==> src/rtl/tap_controller.sv <==
// IEEE 1149.1 TAP controller: 16-state FSM on TCK/TMS with decoded
// capture/shift/update strobes, IR/DR path select and TDO enable.
module tap_controller (
    input  logic       TCK,
    input  logic       TRST,
    input  logic       TMS,
    output logic [3:0] state,
    output logic       TestLogicReset,
    output logic       RunTestIdle,
    output logic       CaptureDR,
    output logic       ShiftDR,
    output logic       UpdateDR,
    output logic       CaptureIR,
    output logic       ShiftIR,
    output logic       UpdateIR,
    output logic       Select,
    output logic       Enable
);

    // Codes follow the classic 1149.1 reference encoding; all 16 are legal.
    typedef enum logic [3:0] {
        TLR   = 4'hF,
        RTI   = 4'hC,
        SELDR = 4'h7,
        CAPDR = 4'h6,
        SHDR  = 4'h2,
        EX1DR = 4'h1,
        PAUDR = 4'h3,
        EX2DR = 4'h0,
        UPDDR = 4'h5,
        SELIR = 4'h4,
        CAPIR = 4'hE,
        SHIR  = 4'hA,
        EX1IR = 4'h9,
        PAUIR = 4'hB,
        EX2IR = 4'h8,
        UPDIR = 4'hD
    } tap_state_t;

    tap_state_t state_reg;
    tap_state_t state_next;

    always_ff @(posedge TCK or negedge TRST) begin
        if (!TRST) begin
            state_reg <= TLR;
        end else begin
            state_reg <= state_next;
        end
    end

    always_comb begin
        state_next = state_reg;
        case (state_reg)
            TLR:   state_next = TMS ? TLR   : RTI;
            RTI:   state_next = TMS ? SELDR : RTI;
            SELDR: state_next = TMS ? SELIR : CAPDR;
            CAPDR: state_next = TMS ? EX1DR : SHDR;
            SHDR:  state_next = TMS ? EX1DR : SHDR;
            EX1DR: state_next = TMS ? UPDDR : PAUDR;
            PAUDR: state_next = TMS ? EX2DR : PAUDR;
            EX2DR: state_next = TMS ? UPDDR : SHDR;
            UPDDR: state_next = TMS ? SELDR : RTI;
            SELIR: state_next = TMS ? TLR   : CAPIR;
            CAPIR: state_next = TMS ? EX1IR : SHIR;
            SHIR:  state_next = TMS ? EX1IR : SHIR;
            EX1IR: state_next = TMS ? UPDIR : PAUIR;
            PAUIR: state_next = TMS ? EX2IR : PAUIR;
            EX2IR: state_next = TMS ? UPDIR : SHIR;
            UPDIR: state_next = TMS ? SELDR : RTI;
            default: state_next = TLR;
        endcase
    end

    // Outputs decode the state register alone so they never glitch on TMS.
    always_comb begin
        TestLogicReset = 1'b0;
        RunTestIdle    = 1'b0;
        CaptureDR      = 1'b0;
        ShiftDR        = 1'b0;
        UpdateDR       = 1'b0;
        CaptureIR      = 1'b0;
        ShiftIR        = 1'b0;
        UpdateIR       = 1'b0;
        Select         = 1'b0;
        Enable         = 1'b0;
        case (state_reg)
            TLR:   TestLogicReset = 1'b1;
            RTI:   RunTestIdle    = 1'b1;
            CAPDR: CaptureDR      = 1'b1;
            SHDR:  begin
                ShiftDR = 1'b1;
                Enable  = 1'b1;
            end
            UPDDR: UpdateDR       = 1'b1;
            SELIR: Select         = 1'b1;
            CAPIR: begin
                CaptureIR = 1'b1;
                Select    = 1'b1;
            end
            SHIR:  begin
                ShiftIR = 1'b1;
                Select  = 1'b1;
                Enable  = 1'b1;
            end
            EX1IR, PAUIR, EX2IR: Select = 1'b1;
            UPDIR: begin
                UpdateIR = 1'b1;
                Select   = 1'b1;
            end
            default: ;
        endcase
    end

    assign state = state_reg;

endmodule
==> config.mk <==
export PLATFORM = sky130hd
export DESIGN_NAME = tap_controller
export DESIGN_NICKNAME = d
export VERILOG_FILES = /design/src/rtl/tap_controller.sv
export SDC_FILE = /design/constraint.sdc
export NUM_CORES = 1
export LEC_CHECK = 0
export CAP_MARGIN = 10
export CORE_AREA = 5 5 42 44
export DETAILED_ROUTE_END_ITERATION = 16
export DIE_AREA = 0 0 47 49
export PLACE_DENSITY_LB_ADDON = 0.12
export SLEW_MARGIN = 15
export SYNTH_ARGS = -nofsm -noshare
export SYNTH_HDL_FRONTEND = slang
export SYNTH_SLANG_ARGS = --single-unit
==> constraint.sdc <==
create_clock -name TCK -period 2.34 [get_ports TCK]
set_input_delay 0.585 -clock TCK [delete_from_list [all_inputs] [get_ports TCK]]
set_output_delay 0.585 -clock TCK [all_outputs]
set_load 0.03 [all_outputs]
# After elaboration in Yosys (flattened, before gate mapping)
# Cells that the tools add are included.
# word_totals
reg_bits,4
latch_bits,0
mem_bits_rw,0
romBits,0
input_bits,3
elab_cells,45
n_memories,0
# classes
addsub,0
multipliers,0
n_div,0
order_cmp,0
n_eq_ne,15
shifts,0
mux,23
bitwise_logic,0
n_reduce_logical,6
# op_table
operator,count
$pmux W4 S12,1
$eq A4 B4 Y1 const B,8
$eq A4 B3 Y1 const B,4
$mux W2,6
$mux W3,4
$mux W1,11
$eq A4 B2 Y1 const B,2
$reduce_or A7 Y1,1
$reduce_or A2 Y1,3
$eq A4 B1 Y1 const B,1
$logic_not A4 Y1,1
$mux W4,1
$reduce_or A3 Y1,1

# Depth between registers and ports, before layout
# Gate-level depths: netlist (run 1).
# logic_depth
ltp_word,3
ltp_mapped,4
mapped_depth_nobuf,3

# Least setup slack after synthesis (run 1)
# OpenSTA, ideal clock, no wires.
# synth_path
path_kind,register -> output
start,"reg state_reg[2], in the netlist state[2]"
end,out RunTestIdle
t_arrival_ps,1559
slack_ps,196
stages_incl_launch_ff,4
path_buffers,1
path_cell_list,dfstp_2 > buf_4 > nand2_2 > nor3_1
# synth_via
elab_chain_cells,2
# synth_lines
item,line,source
"start, declared",40,tap_state_t state_reg;
"start signal, assigned",47,state_reg <= state_next;
$eq A4 B4 Y1,86,case (state_reg)
$mux W1,86,
"end, declared",9,"output logic RunTestIdle,"
# No other way between the ends.

# Final worst setup path (run 1)
# layout_path
start,"reg state_reg[2], in the netlist state[2]"
end,out CaptureDR
# layout_via
elab_chain_cells,2
# layout_lines
item,line,source
$eq A4 B3 Y1,86,
$mux W1,86,
"end, declared",10,"output logic CaptureDR,"
# No other way between the ends.

==> flow_metrics.py, run 1 <==
metrics = {
    "floorplan": {
        "dieWidth_um": 47,
        "core_sq_um": 1400,
        "pin_count": 17,
        "die-area_sq_um": 2300,
        "rows": 14,
        "die_y_um": 49,
        "initial_core_util": 0.230,
    },
    "final_layout": {
        "diodes": 0,
        "seqCellArea_sq_um": 105,
        "layout_commonest_cell": "clkdlybuf4s50_1",
        "syn_to_final_growth_pct": 61.6,
        "fin_util": 0.372,
        "multiInputGateArea_sq_um": 194,
        "fin_area_sq_um": 522,
        "nets": 62,
        "n_fill_cell": 168,
        "largest_reg_flops": 4,
        "layout_common_cells": "clkdlybuf4s50_1, nor2_1, dlygate4sd2_1",
        "drive_gt1_frac": 0.263,
    },
    "worst_setup_path": {
        "reg2reg_depth": 4,
        "cp-end-kind": "output port",
        "cp-start-kind": "flip-flop",
        "slowest_delay_ns": 0.67,
        "path_class": "flip-flop to output port",
        "path_cells": "nand2b_4, nor2_1, clkdlybuf4s50_1",
        "crit_slowest_cell": "clkdlybuf4s50_1",
        "crit_path_max_fanout": 6,
        "required_ns": 1.75,
        "cp.arrival_ns": 1.69,
    },
    "power": {
        "switching_share": 0.505,
        "p_leak_nw": 0.264,
        "p_clk_frac": 0.098,
        "power.density_nw_per_um2": 1670,
        "combPwrFrac": 0.675,
        "power.internal_mw": 0.431,
        "seqPwrFrac": 0.228,
        "p_sw_mw": 0.439,
        "irDropWorstVdd_mv": 0.600,
    },
    "detailed_routing": {
        "wire_per_inst_um": 11.2,
        "drtIter0Drc": 1,
        "drtAntennaViolNets": 0,
        "drc_errors": 0,
        "drt_pass1_iterations": 2,
        "vias": 324,
        "post_drt_via_cell_ratio": 4.44,
        "wl_um": 816,
    },
    "synth": {
        "ys_ff_latch": 4,
        "seq_area_frac_synth": 0.326,
        "synthCells": 38,
        "synth_cell_types": 22,
        "synth_warnings": 0,
        "syn_avg_cell_area_sq_um": 8.50,
        "synth_nets": 41,
        "synthesis.area_sq_um": 323,
    },
    "grt": {
        "grt_max_degree": 11,
        "grt_first_pass_wirelength_um": 1320,
        "grt_usage": 0.0839,
        "grt-ovfl-total": 0,
        "grt_pass1_vias": 279,
        "antenna_found_initial": 0,
    },
    "sta": {
        "worst_pin_slew_ns": 0.322,
        "whs_ns": 0.613,
        "rsz0062_at_grt": "no",
        "hold_viol_final": 0,
        "fin_worst_skew_ns": 0.00749,
        "fin_crit_sh": 0.974,
        "drv_slew": 0,
        "layout_setup_ws_ns": 0.0611,
        "finalSetupViolCount": 0,
        "fin_setup_tns_ns": 0,
        "max_freq_ghz": 0.439,
        "min_period_ns": 2.28,
        "slew_headroom": 0.785,
    },
    "placed_design": {
        "placed_area_sq_um": 502,
        "port_buffers": 16,
        "pre_cts_slack_ns": 0.0910,
        "hpwlAfterDp_um": 664,
        "finalWeightedCongestion": 0.688,
    },
    "worst_hold_path": {
        "hold_path_class": "flip-flop to flip-flop",
        "hold_depth": 1,
    },
    "flow_run": {
        "drv_cap": 0,
    },
    "clocking": {
        "clock_path_buffers": 2,
        "cts_tree": "built",
        "cts_num_sinks": 4,
        "holdBufCountCts": 0,
        "clock_latency_ns": 0.24,
        "cts_root_buffer": "clkbuf_4",
        "post_cts_buffers": 0,
        "cts_buffers": 3,
        "clkTransAtPathRegs_ns": 0.04,
        "htree_levels": 1,
    },
    "run_status": {
        "outcome": "complete, no violations",
    },
}
[final cells by class]
cell class / instances / share of cell area
timing repair buffer: 19 / 0.345
clock buffer: 3 / 0.0432
tap: 16 / 0.0384
multi-input combinational: 31 / 0.372
sequential: 4 / 0.201
[layer usage]
layer | wire, um | track usage | vias up
met3 | 118 | 0.0664 | 0
li1 | - | - | 168
met2 | 360 | 0.102 | 16
met5 | 0 | 0 | -
met1 | 337 | 0.110 | 140
met4 | 0 | 0.0276 | 0
[through the flow]
| step | power (mW) | std cells |
|---|---|---|
| finish | 0.869 | 73 |
| global route | 0.931 | 73 |
| CTS | 0.883 | 73 |
| detailed placement | 0.824 | 70 |
| global placement | 0.829 | 70 |
| floorplan | 0.600 | 38 |
[Yosys cell counts]
cell / instances / area (sq um)
nand2b_4: 2 / 27.5
o21ai_0: 2 / 10.0
nand2_1: 4 / 15.0
nand4_1: 1 / 6.26
dfstp_2: 4 / 105
o2bb2ai_1: 1 / 8.76
nor3_1: 2 / 10.0
nor2_1: 7 / 26.3
nor2b_2: 1 / 8.76
nand2b_1: 1 / 6.26
buf_6: 1 / 11.3
buf_4: 1 / 7.51
and2_1: 1 / 6.26
nand2_2: 1 / 6.26
o21a_1: 2 / 15.0
buf_2: 1 / 5.00
a22o_1: 1 / 8.76
a21boi_0: 1 / 7.51
nand3_1: 1 / 5.00
nand3b_1: 1 / 7.51
o211ai_1: 1 / 7.51
nor2_4: 1 / 11.3
[power by group through the flow]
stage          registers (mW)  logic, mW  clock network (mW)
2_1_floorplan           0.228      0.372                   0
3_3_place_gp            0.200      0.628                   0
3_5_place_dp            0.201      0.623                   0
4_1_cts                 0.200      0.595              0.0882
5_1_grt                 0.209      0.627              0.0957
6_report                0.198      0.586              0.0847
[what timing repair did]
item | CTS | global route
gates resized for setup | 6 | 2
endpoints found under the hold margin | 0 | 0
pin swaps | 0 | 0
endpoints found under the setup margin | 6 | 2
[worst max-delay path: cells and delay by family (launching register included)]
| family | cells | cell delay [ns] |
|---|---|---|
| flip-flops | 1 | 0.62 |
| buffers and inverters | 1 | 0.67 |
| AND/OR/NAND/NOR | 2 | 0.16 |
[logic make-up after synthesis]
group	share of synthesized area
buffers and inverters	0.0736
and+or+nand+nor	0.423
DFF	0.326
AOI/OAI and AO/OA	0.178
[final timing paths]
check	endpoint	slack, ns	start
max	CaptureDR	0.06	state[2]
min in group asynchronous	state[0]	0.75	TRST
max reg2reg	state[1]	1.10	state[2]
min	state[3]	0.61	state[3]
max in group asynchronous	state[3]	1.56	TRST
min reg2reg	state[3]	0.61	state[3]
No activity file was read; power rests on OpenSTA's default activity.
==> run 2: changes to the inputs <==
Settings changed: PLACE_DENSITY_LB_ADDON 0.12 to 0.05.
==> flow_metrics.py, run 2 (synthesis results as in run 1) <==
metrics = {
    "worst_setup_path": {
        "crit_path_max_fanout": 7,
        "critical_path_buf_inv_count": 1,
        "required_ns": 1.75,
        "r2r_end": "state[1]",
        "crit_family": "buffers and inverters",
        "slowest_delay_ns": 0.68,
        "cp.arrival_ns": 1.69,
        "r2r_start": "state[2]",
        "cp-end-kind": "output port",
        "cp-start-kind": "flip-flop",
        "rrSetupSlack_ns": 1.17,
        "path_class": "flip-flop to output port",
        "reg2reg_depth": 3,
        "crit_slowest_cell": "clkdlybuf4s50_1",
        "path_cells": "nand2b_1, nor2_1, clkdlybuf4s50_1",
    },
    "sta": {
        "finalSetupViolCount": 0,
        "min_period_ns": 2.27,
        "hold_viol_final": 0,
        "max_freq_ghz": 0.440,
        "rsz0062_at_grt": "no",
        "slew_headroom": 0.788,
        "worst_pin_slew_ns": 0.318,
        "fin_crit_sh": 0.970,
        "drv_slew": 0,
        "fin_worst_skew_ns": 0.00306,
        "fin_setup_tns_ns": 0,
    },
    "grt": {
        "grt_first_pass_wirelength_um": 1370,
        "grt_use_met2": 0.131,
        "grt_usage": 0.0862,
        "antenna_found_initial": 0,
        "grt-ovfl-total": 0,
        "grt_pass1_vias": 328,
        "grt_max_degree": 11,
        "globalRouteMet1Util": 0.0887,
        "busiest_layer": "met2",
        "grt.met3_usage": 0.0111,
    },
    "floorplan": {
        "rows": 14,
        "dieWidth_um": 47,
        "initial_core_util": 0.230,
        "core_sq_um": 1400,
        "pin_count": 17,
        "die-area_sq_um": 2300,
        "die_y_um": 49,
    },
    "clocking": {
        "clkTransAtPathRegs_ns": 0.04,
        "holdBufCountCts": 0,
        "htree_levels": 1,
        "cts_buffers": 3,
        "cts_num_sinks": 4,
        "cts_tree": "built",
        "cts_root_buffer": "clkbuf_4",
        "clock_path_buffers": 2,
        "clock_latency_ns": 0.24,
    },
    "detailed_routing": {
        "wl_um": 886,
        "drc_errors": 0,
        "vias": 336,
        "drtAntennaViolNets": 0,
        "post_drt_via_cell_ratio": 4.54,
        "drtIter0Drc": 4,
        "drt_pass1_iterations": 4,
        "wire_per_inst_um": 12.0,
    },
    "power": {
        "irDropWorstVdd_mv": 0.503,
        "p_leak_nw": 0.251,
        "power.density_nw_per_um2": 1680,
    },
    "final_layout": {
        "syn_to_final_growth_pct": 63.2,
        "layout_common_cells": "clkdlybuf4s50_1, nor2_1, dlygate4sd2_1",
        "fin_util": 0.376,
        "diodes": 0,
        "n_fill_cell": 165,
        "largest_reg_flops": 4,
        "drive_gt1_frac": 0.276,
        "layout_commonest_cell": "clkdlybuf4s50_1",
        "nets": 63,
        "fin_area_sq_um": 527,
    },
    "placed_design": {
        "placed_area_sq_um": 509,
        "finalWeightedCongestion": 0.755,
        "port_buffers": 16,
        "hpwlAfterDp_um": 711,
    },
    "worst_hold_path": {
        "min_to": "state[3]",
        "hp-start": "state[3]",
        "hold_path_class": "flip-flop to flip-flop",
        "hold_depth": 1,
    },
    "run_status": {
        "outcome": "complete, no violations",
    },
    "flow_run": {
        "drv_cap": 0,
    },
}
## run 2: routing by layer
metal | up-vias | share of wire
met5 | - | 0
met4 | 0 | 0.046
met3 | 5 | 0.11
met2 | 16 | 0.46
met1 | 146 | 0.39
li1 | 169 | -
## run 2: worst max-delay path by stage
| stage | slack [ns] | startpoint | cells past startpoint | end |
|---|---|---|---|---|
| 6_report | 0.07 | state[0] | 3 | UpdateDR |
| 3_3_place_gp | 0.14 | state[3] | 4 | Select |
| 3_5_place_dp | 0.13 | state[3] | 4 | Select |
| 4_1_cts | 0.02 | state[1] | 3 | ShiftDR |
| 5_1_grt | 0.01 | state[0] | 3 | UpdateDR |
| 2_1_floorplan | 0.20 | state[2] | 3 | RunTestIdle |
## run 2: where the power goes
| group | internal [mW] | switching, mW |
|---|---|---|
| Combinational | 0.257 | 0.351 |
| Clock | 0.0572 | 0.0270 |
| Sequential | 0.127 | 0.0636 |
| Total | 0.441 | 0.441 |
## run 2: through the flow
stage | worst slack (ns) | power [mW] | instances | hold slack, ns
floorplan | 0.196 | 0.600 | 38 | 0.437
global placement | 0.144 | 0.832 | 71 | 0.603
CTS | 0.0242 | 0.899 | 74 | 0.615
finish | 0.0695 | 0.883 | 74 | 0.611
detailed placement | 0.134 | 0.839 | 71 | 0.610
global route | 0.0146 | 0.945 | 74 | 0.634
## run 2: layout make-up
class                   instances  area (sq um)  area share
clock buffers                   3          22.5      0.0428
multi-input cells              31           194       0.368
flip-flops and latches          4           105       0.200
well taps                      16          20.0      0.0380
repair buffers                 20           185       0.352
## run 2: timing repair
action	in CTS	in global routing
resized for setup	6	1
endpoints found under the setup margin	6	1
gates cloned	0	0
setup buffers	0	0
==> run 3: changes to the inputs <==
Settings changed: CTS_CLUSTER_DIAMETER set to 120, SLEW_MARGIN 15 to not set.
==> results of run 3 <==
The final DEF is identical to that of run 2; final timing and power are the same.
